File: config.mk
export PLATFORM = sky130hd
export DESIGN_NAME = icd_spi_sequencer
export DESIGN_NICKNAME = d
export VERILOG_FILES = /design/src/rtl/icd_pkg.sv /design/src/rtl/icd_spi_sequencer.sv
export SDC_FILE = /design/constraint.sdc
export NUM_CORES = 1
export LEC_CHECK = 0
export BUFFER_PORTS_ARGS = -buffer_cell sky130_fd_sc_hd__buf_2
export CORE_ASPECT_RATIO = 0.6
export CORE_UTILIZATION = 30
export CTS_BUF_LIST = sky130_fd_sc_hd__clkbuf_8
export CTS_CLUSTER_DIAMETER = 120
export DETAILED_ROUTE_END_ITERATION = 12
export SKIP_LAST_GASP = 1
export SYNTH_ARGS = -nofsm -noshare
export SYNTH_HDL_FRONTEND = slang
export SYNTH_SLANG_ARGS = --single-unit
export TNS_END_PERCENT = 30
File: constraint.sdc
create_clock -name clk6x -period 4.25 [get_ports clk6x]
set_input_delay 0.425 -clock clk6x [delete_from_list [all_inputs] [get_ports clk6x]]
set_output_delay 0.425 -clock clk6x [all_outputs]
set_load 0.005 [all_outputs]
File: src/rtl/icd_pkg.sv
// Shared types and constants for the ICD SPI command sequencer.
// Header command codes, FSM states and the layout of the status byte.
package icd_pkg;

    typedef enum logic [1:0] {
        ICD_STATUS = 2'b00,
        ICD_WRITE  = 2'b01,
        ICD_READ   = 2'b10,
        ICD_RSVD   = 2'b11
    } icd_cmd_t;

    typedef enum logic [2:0] {
        ST_IDLE,
        ST_ADR0,
        ST_ADR1,
        ST_ADR2,
        ST_WDATA,
        ST_WBUS,
        ST_RBUS,
        ST_RDATA
    } icd_state_t;

    localparam int ICD_ADDR_BYTES       = 3;
    localparam int ICD_STAT_OVERRUN_BIT = 7;

    function automatic logic [7:0] icd_status_byte(input logic overrun);
        logic [7:0] s;
        s = 8'h00;
        s[ICD_STAT_OVERRUN_BIT] = overrun;
        return s;
    endfunction

endpackage

File: src/rtl/icd_spi_sequencer.sv
// Decodes ICD SPI frames (status / bus write / bus read) into single-beat
// requests on an 8-bit bus-master port and loads responses into the SPI TX buffer.
module icd_spi_sequencer
    import icd_pkg::*;
#(
    parameter int ADDR_W = 24
) (
    input  logic              clk6x,
    input  logic              resetn,
    input  logic [7:0]        rx_byte_i,
    input  logic              rx_hdr_en_i,
    input  logic              rx_db_en_i,
    output logic [7:0]        tx_byte_o,
    output logic              tx_en_o,
    output logic              bus_req_o,
    output logic              bus_we_o,
    output logic [ADDR_W-1:0] bus_addr_o,
    output logic [7:0]        bus_wdata_o,
    input  logic [7:0]        bus_rdata_i,
    input  logic              bus_ack_i
);

    icd_state_t        state_q, state_nxt;
    icd_cmd_t          cmd_q, cmd_nxt;
    icd_cmd_t          pend_cmd_q, pend_cmd_nxt;
    logic              pend_vld_q, pend_vld_nxt;
    logic              ovr_q, ovr_nxt;
    logic [ADDR_W-1:0] addr_q, addr_nxt;
    logic [7:0]        wdata_q, wdata_nxt;
    logic              req_q, req_nxt;
    logic              we_q, we_nxt;
    logic [7:0]        tx_byte_q, tx_byte_nxt;
    logic              tx_en_q, tx_en_nxt;

    logic              busy;
    logic              pend_any;
    logic              hdr_go;
    icd_cmd_t          hdr_cmd;

    localparam logic [ADDR_W-1:0] ADDR_ONE = {{(ADDR_W-1){1'b0}}, 1'b1};

    // Replace address byte idx (0 = LSB) with b; bytes beyond the wire format are untouched.
    function automatic logic [ADDR_W-1:0] put_byte(input logic [ADDR_W-1:0] a,
                                                    input int idx,
                                                    input logic [7:0] b);
        logic [ADDR_W-1:0] r;
        r = a;
        for (int i = 0; i < ADDR_W; i++) begin
            if ((i / 8) == idx && idx < ICD_ADDR_BYTES) r[i] = b[i % 8];
        end
        return r;
    endfunction

    assign busy     = (state_q == ST_WBUS) || (state_q == ST_RBUS);
    assign pend_any = pend_vld_q || rx_hdr_en_i;

    always_comb begin
        state_nxt    = state_q;
        cmd_nxt      = cmd_q;
        pend_cmd_nxt = pend_cmd_q;
        pend_vld_nxt = pend_vld_q;
        ovr_nxt      = ovr_q;
        addr_nxt     = addr_q;
        wdata_nxt    = wdata_q;
        req_nxt      = req_q;
        we_nxt       = we_q;
        tx_byte_nxt  = tx_byte_q;
        tx_en_nxt    = 1'b0;
        hdr_go       = 1'b0;
        hdr_cmd      = ICD_STATUS;

        if (busy) begin
            // A request is outstanding: nothing aborts it, headers wait in the pending slot.
            if (rx_hdr_en_i) begin
                if (pend_vld_q) ovr_nxt = 1'b1;
                pend_vld_nxt = 1'b1;
                pend_cmd_nxt = icd_cmd_t'(rx_byte_i[7:6]);
            end
            if (rx_db_en_i) ovr_nxt = 1'b1;
            if (bus_ack_i && req_q) begin
                req_nxt  = 1'b0;
                addr_nxt = addr_q + ADDR_ONE;
                if (pend_any) begin
                    state_nxt = ST_IDLE;
                end else if (state_q == ST_WBUS) begin
                    state_nxt = ST_WDATA;
                end else begin
                    tx_byte_nxt = bus_rdata_i;
                    tx_en_nxt   = 1'b1;
                    state_nxt   = ST_RDATA;
                end
            end
        end else begin
            if (rx_hdr_en_i) begin
                hdr_go       = 1'b1;
                hdr_cmd      = icd_cmd_t'(rx_byte_i[7:6]);
                pend_vld_nxt = 1'b0;
            end else if (pend_vld_q) begin
                hdr_go       = 1'b1;
                hdr_cmd      = pend_cmd_q;
                pend_vld_nxt = 1'b0;
            end else if (rx_db_en_i) begin
                case (state_q)
                    ST_ADR0: begin
                        addr_nxt  = put_byte(addr_q, 0, rx_byte_i);
                        state_nxt = ST_ADR1;
                    end
                    ST_ADR1: begin
                        addr_nxt  = put_byte(addr_q, 1, rx_byte_i);
                        state_nxt = ST_ADR2;
                    end
                    ST_ADR2: begin
                        addr_nxt = put_byte(addr_q, 2, rx_byte_i);
                        if (cmd_q == ICD_WRITE) begin
                            state_nxt = ST_WDATA;
                        end else begin
                            req_nxt   = 1'b1;
                            we_nxt    = 1'b0;
                            state_nxt = ST_RBUS;
                        end
                    end
                    ST_WDATA: begin
                        wdata_nxt = rx_byte_i;
                        req_nxt   = 1'b1;
                        we_nxt    = 1'b1;
                        state_nxt = ST_WBUS;
                    end
                    ST_RDATA: begin
                        req_nxt   = 1'b1;
                        we_nxt    = 1'b0;
                        state_nxt = ST_RBUS;
                    end
                    default: ;
                endcase
            end

            if (hdr_go) begin
                case (hdr_cmd)
                    ICD_WRITE, ICD_READ: begin
                        cmd_nxt   = hdr_cmd;
                        state_nxt = ST_ADR0;
                    end
                    default: begin
                        tx_byte_nxt = icd_status_byte(ovr_q);
                        tx_en_nxt   = 1'b1;
                        ovr_nxt     = 1'b0;
                        state_nxt   = ST_IDLE;
                    end
                endcase
            end
        end
    end

    always_ff @(posedge clk6x) begin
        if (!resetn) begin
            state_q    <= ST_IDLE;
            cmd_q      <= ICD_STATUS;
            pend_cmd_q <= ICD_STATUS;
            pend_vld_q <= 1'b0;
            ovr_q      <= 1'b0;
            addr_q     <= '0;
            wdata_q    <= 8'h00;
            req_q      <= 1'b0;
            we_q       <= 1'b0;
            tx_byte_q  <= 8'h00;
            tx_en_q    <= 1'b0;
        end else begin
            state_q    <= state_nxt;
            cmd_q      <= cmd_nxt;
            pend_cmd_q <= pend_cmd_nxt;
            pend_vld_q <= pend_vld_nxt;
            ovr_q      <= ovr_nxt;
            addr_q     <= addr_nxt;
            wdata_q    <= wdata_nxt;
            req_q      <= req_nxt;
            we_q       <= we_nxt;
            tx_byte_q  <= tx_byte_nxt;
            tx_en_q    <= tx_en_nxt;
        end
    end

    assign tx_byte_o   = tx_byte_q;
    assign tx_en_o     = tx_en_q;
    assign bus_req_o   = req_q;
    assign bus_we_o    = we_q;
    assign bus_addr_o  = addr_q;
    assign bus_wdata_o = wdata_q;

endmodule

==> impl_metrics.json <==
{
  "result_of_the_run": "complete, no violations",
  "post_dp_cell_area_um2": 3400,
  "timing.max_cap.violations": 0,
  "final_nets": 442,
  "drt_wirelength_um": 9160,
  "floorplan.initialDensity_pct": 30.9,
  "globalRouteOverflowTotal": 0,
  "postSynthRegisterBits": 52,
  "synth-async-reset-ratio_pct": 0,
  "cp_cell_sequence": "xor2_1, nand2_1, or4_1, a21oi_1, o2bb2ai_1",
  "dp.final_hpwl_um": 6490,
  "cp-start-kind": "flip-flop",
  "clk_pin_slew_ns": 0.09,
  "min_period_ns": 2.60,
  "gp_congestion": 0.848,
  "rows": 28,
  "rsz_0062_raised_after_global_routing": "no",
  "clk_root_buffer_cell": "clkbuf_8",
  "drv_slew": 0,
  "worst_path_max_delay_cell": "dfxtp_1",
  "grt_antenna_before_repair": 0,
  "largest_voltage_drop_on_the_vdd_net_uv": 119,
  "fin_worst_skew_ns": 0.00705,
  "power.density_cell_area_nw_per_um2": 284,
  "synth_top_area_share_pct": 34.1,
  "final.period_utilization_pct": 61.1,
  "die_width_um": 132,
  "grt_pass1_vias": 2663,
  "wp_data_arrival_ns": 2.85,
  "worstSetupEndpointType": "flip-flop",
  "die_area_um2": 10600,
  "post-route-drc-count": 0,
  "cp_slowest_stage_delay_ns": 0.74,
  "cts_setup_buffers": 0,
  "wl_per_cell_um": 16.5,
  "grt_util_all_layers_pct": 17.9,
  "final_antenna_net_count": 0,
  "tritoncts_num_sinks": 52,
  "finalHoldWorstSlack_ns": 0.330,
  "netlist_instances": 377,
  "nFillCells": 1062,
  "netlist_area_pre_place_um2": 3050,
  "power.static_leakage_nw": 1.33,
  "grt_pass1_wl_um": 14600,
  "cts.htree.levels": 2,
  "synth.largest_area_cell": "dfxtp_1",
  "timing.fmax_mhz": 385,
  "synthToLayoutAreaGrowth_pct": 14.7,
  "final_util_pct": 35.4,
  "fin_tns_setup_ns": 0,
  "synth_enable_flop_cells": 0,
  "max_slew.worst_pin.slew_ns": 1.19,
  "synth.net_count": 399,
  "port_buffers": 63,
  "detail_route.first_pass.iterations": 5,
  "detailroute.via_count": 3014,
  "worst_skew_pair.late_latency_ns": 0.32,
  "vias_per_cell": 5.44,
  "crit_type": "flip-flop to flip-flop",
  "number_of_buffers_on_the_longest_clock_path": 2,
  "boundaryPins": 64,
  "hold_violations_final": 0,
  "drt_iter0_drc": 328,
  "insertedDiodeCount": 0,
  "yosysWarnings": 0,
  "number_of_buffers_created_by_cts": 5,
  "fraction_of_final_layout_cells_with_drive_strength_greater_than_1_pct": 22.4,
  "hold_crit_path_type": "input port to flip-flop",
  "fp.coreArea_um2": 9880,
  "grt_max_degree": 38,
  "chipHeight_um": 80.1,
  "postCtsHoldBufs": 0,
  "setup_viol": 0,
  "cts_resized": 0,
  "tritoncts": "done",
  "crit_required_ns": 4.50,
  "crit_fanout": 20,
  "fin_area_um2": 3500,
  "synth_top_area_cells": "dfxtp_1 34%, nand2_1 4.8%, o21ai_0 4.8%, a21oi_1 4.1%, nand3_1 3.8%",
  "synth_top_flop_cell": "dfxtp_1",
  "ys_seq_area_share_pct": 34.1,
  "synth.distinct_cells": 67,
  "syn_area_per_cell_um2": 8.09,
  "max_slew_margin_pct": 19.9,
  "total_power_w": 0.000994
}
==> registers in the layout, indices dropped and copies added (netlist names), 2 cells and up <==
register     count
pend_cmd_q       2
tx_byte_o        8
bus_wdata_o      8
state_q          3
bus_addr_o      24
cmd_q            2
==> synth_stat cells (3+ instances only) <==
cell,instances
nor4_1,7
xor2_1,6
nand4_1,4
a32oi_1,3
buf_6,4
nor3_1,6
nand2_1,39
a22o_1,4
clkbuf_1,13
a31oi_1,3
and3_1,3
inv_1,6
or3_1,4
o211ai_1,7
nor2_1,22
o221ai_1,5
nand2b_1,4
and2_1,4
o211a_1,3
o21ai_1,3
o31ai_1,4
a22oi_1,3
buf_2,10
dfxtp_1,52
xnor2_1,5
mux2i_1,10
a21oi_1,25
nor3b_1,4
nor2b_1,12
nand3_1,23
a211oi_1,3
o21a_1,5
o21ai_0,29
==> layer usage <==
layer | part of all wire (%) | track usage (%) | routed length (µm) | vias to the layer above
li1 | - | - | - | 1469
met1 | 55 | 28.3 | 5010 | 1409
met2 | 36 | 22.6 | 3320 | 129
met3 | 8.3 | 5.05 | 758 | 7
met4 | 0.73 | 4.02 | 67 | 0
met5 | 0 | 0 | 0 | -
==> logic make-up (layout without fill, tap and decap cells) <==
logic type | Yosys count | count (layout) | share of synthesized area, %
and+or+nand+nor | 148 | 148 | 26.3
AOI/OAI and AO/OA | 119 | 119 | 26.4
DFF | 52 | 52 | 34.1
buffers and inverters | 34 | 76 | 5.58
muxes | 12 | 12 | 4.02
xor gates and xnor gates | 11 | 11 | 3.16
adders and majority gates | 1 | 1 | 0.410
==> placed cells by master, fill, tap and decap left out, types with 6 or more instances in the layout <==
master,instances
o211ai_1,7
mux2i_1,10
xor2_1,6
nor2_1,22
buf_2,63
dfxtp_1,52
inv_1,6
nor2b_1,12
a21oi_1,25
o21ai_0,29
nor4_1,6
nand2_1,39
nand3_1,23
nor3_1,6
==> critical path, delay by kind of cell, from the launching register on <==
kind,cells,cell delay [ns]
and+or+nand+nor,2,1.21
AOI/OAI and AO/OA,2,0.29
xor gates and xnor gates,1,0.29
DFF,1,0.74
==> through the flow <==
step                      worst slack [ns]  cells
after floorplan                       2.37    377
after CTS                             1.73    554
final                                 1.65    554
after global placement                1.81    548
after global routing                  1.44    554
after detailed placement              1.75    548
==> power breakdown <==
group | internal (W) | leakage, nW | switching (W)
clock network | 0.000169 | 0.0501 | 0.000171
logic | 0.0000519 | 0.859 | 0.0000782
registers | 0.000499 | 0.421 | 0.0000246
total | 0.000721 | 1.33 | 0.000273
==> cell type report <==
| cell class | instances | area [µm²] | share of cell area (%) |
|---|---|---|---|
| tap | 135 | 169 | 4.83 |
| timing repair buffer | 64 | 323 | 9.22 |
| inverter | 6 | 22.5 | 0.644 |
| clock inverter | 1 | 30.0 | 0.858 |
| sequential | 52 | 1040 | 29.7 |
| clock buffer | 5 | 68.8 | 1.97 |
| multi-input combinational | 291 | 1850 | 52.7 |
==> path summary, 6_finish.rpt <==
| check | startpoint | endpoint | slack, ns | depth (start not counted) |
|---|---|---|---|---|
| worst max-delay path | state_q[0]$_SDFFE_PN0P_ | bus_addr_o[7]$_SDFFE_PN0P_ | 1.65 | 5 |
| worst min-delay path | bus_rdata_i[0] | tx_byte_o[0]$_SDFFE_PN0P_ | 0.33 | 3 |
| worst max register to register | state_q[0]$_SDFFE_PN0P_ | bus_addr_o[7]$_SDFFE_PN0P_ | 1.65 | 5 |
| worst min register to register | tx_byte_o[2]$_SDFFE_PN0P_ | tx_byte_o[2]$_SDFFE_PN0P_ | 0.46 | 2 |
(Power assumes the default switching activity.)
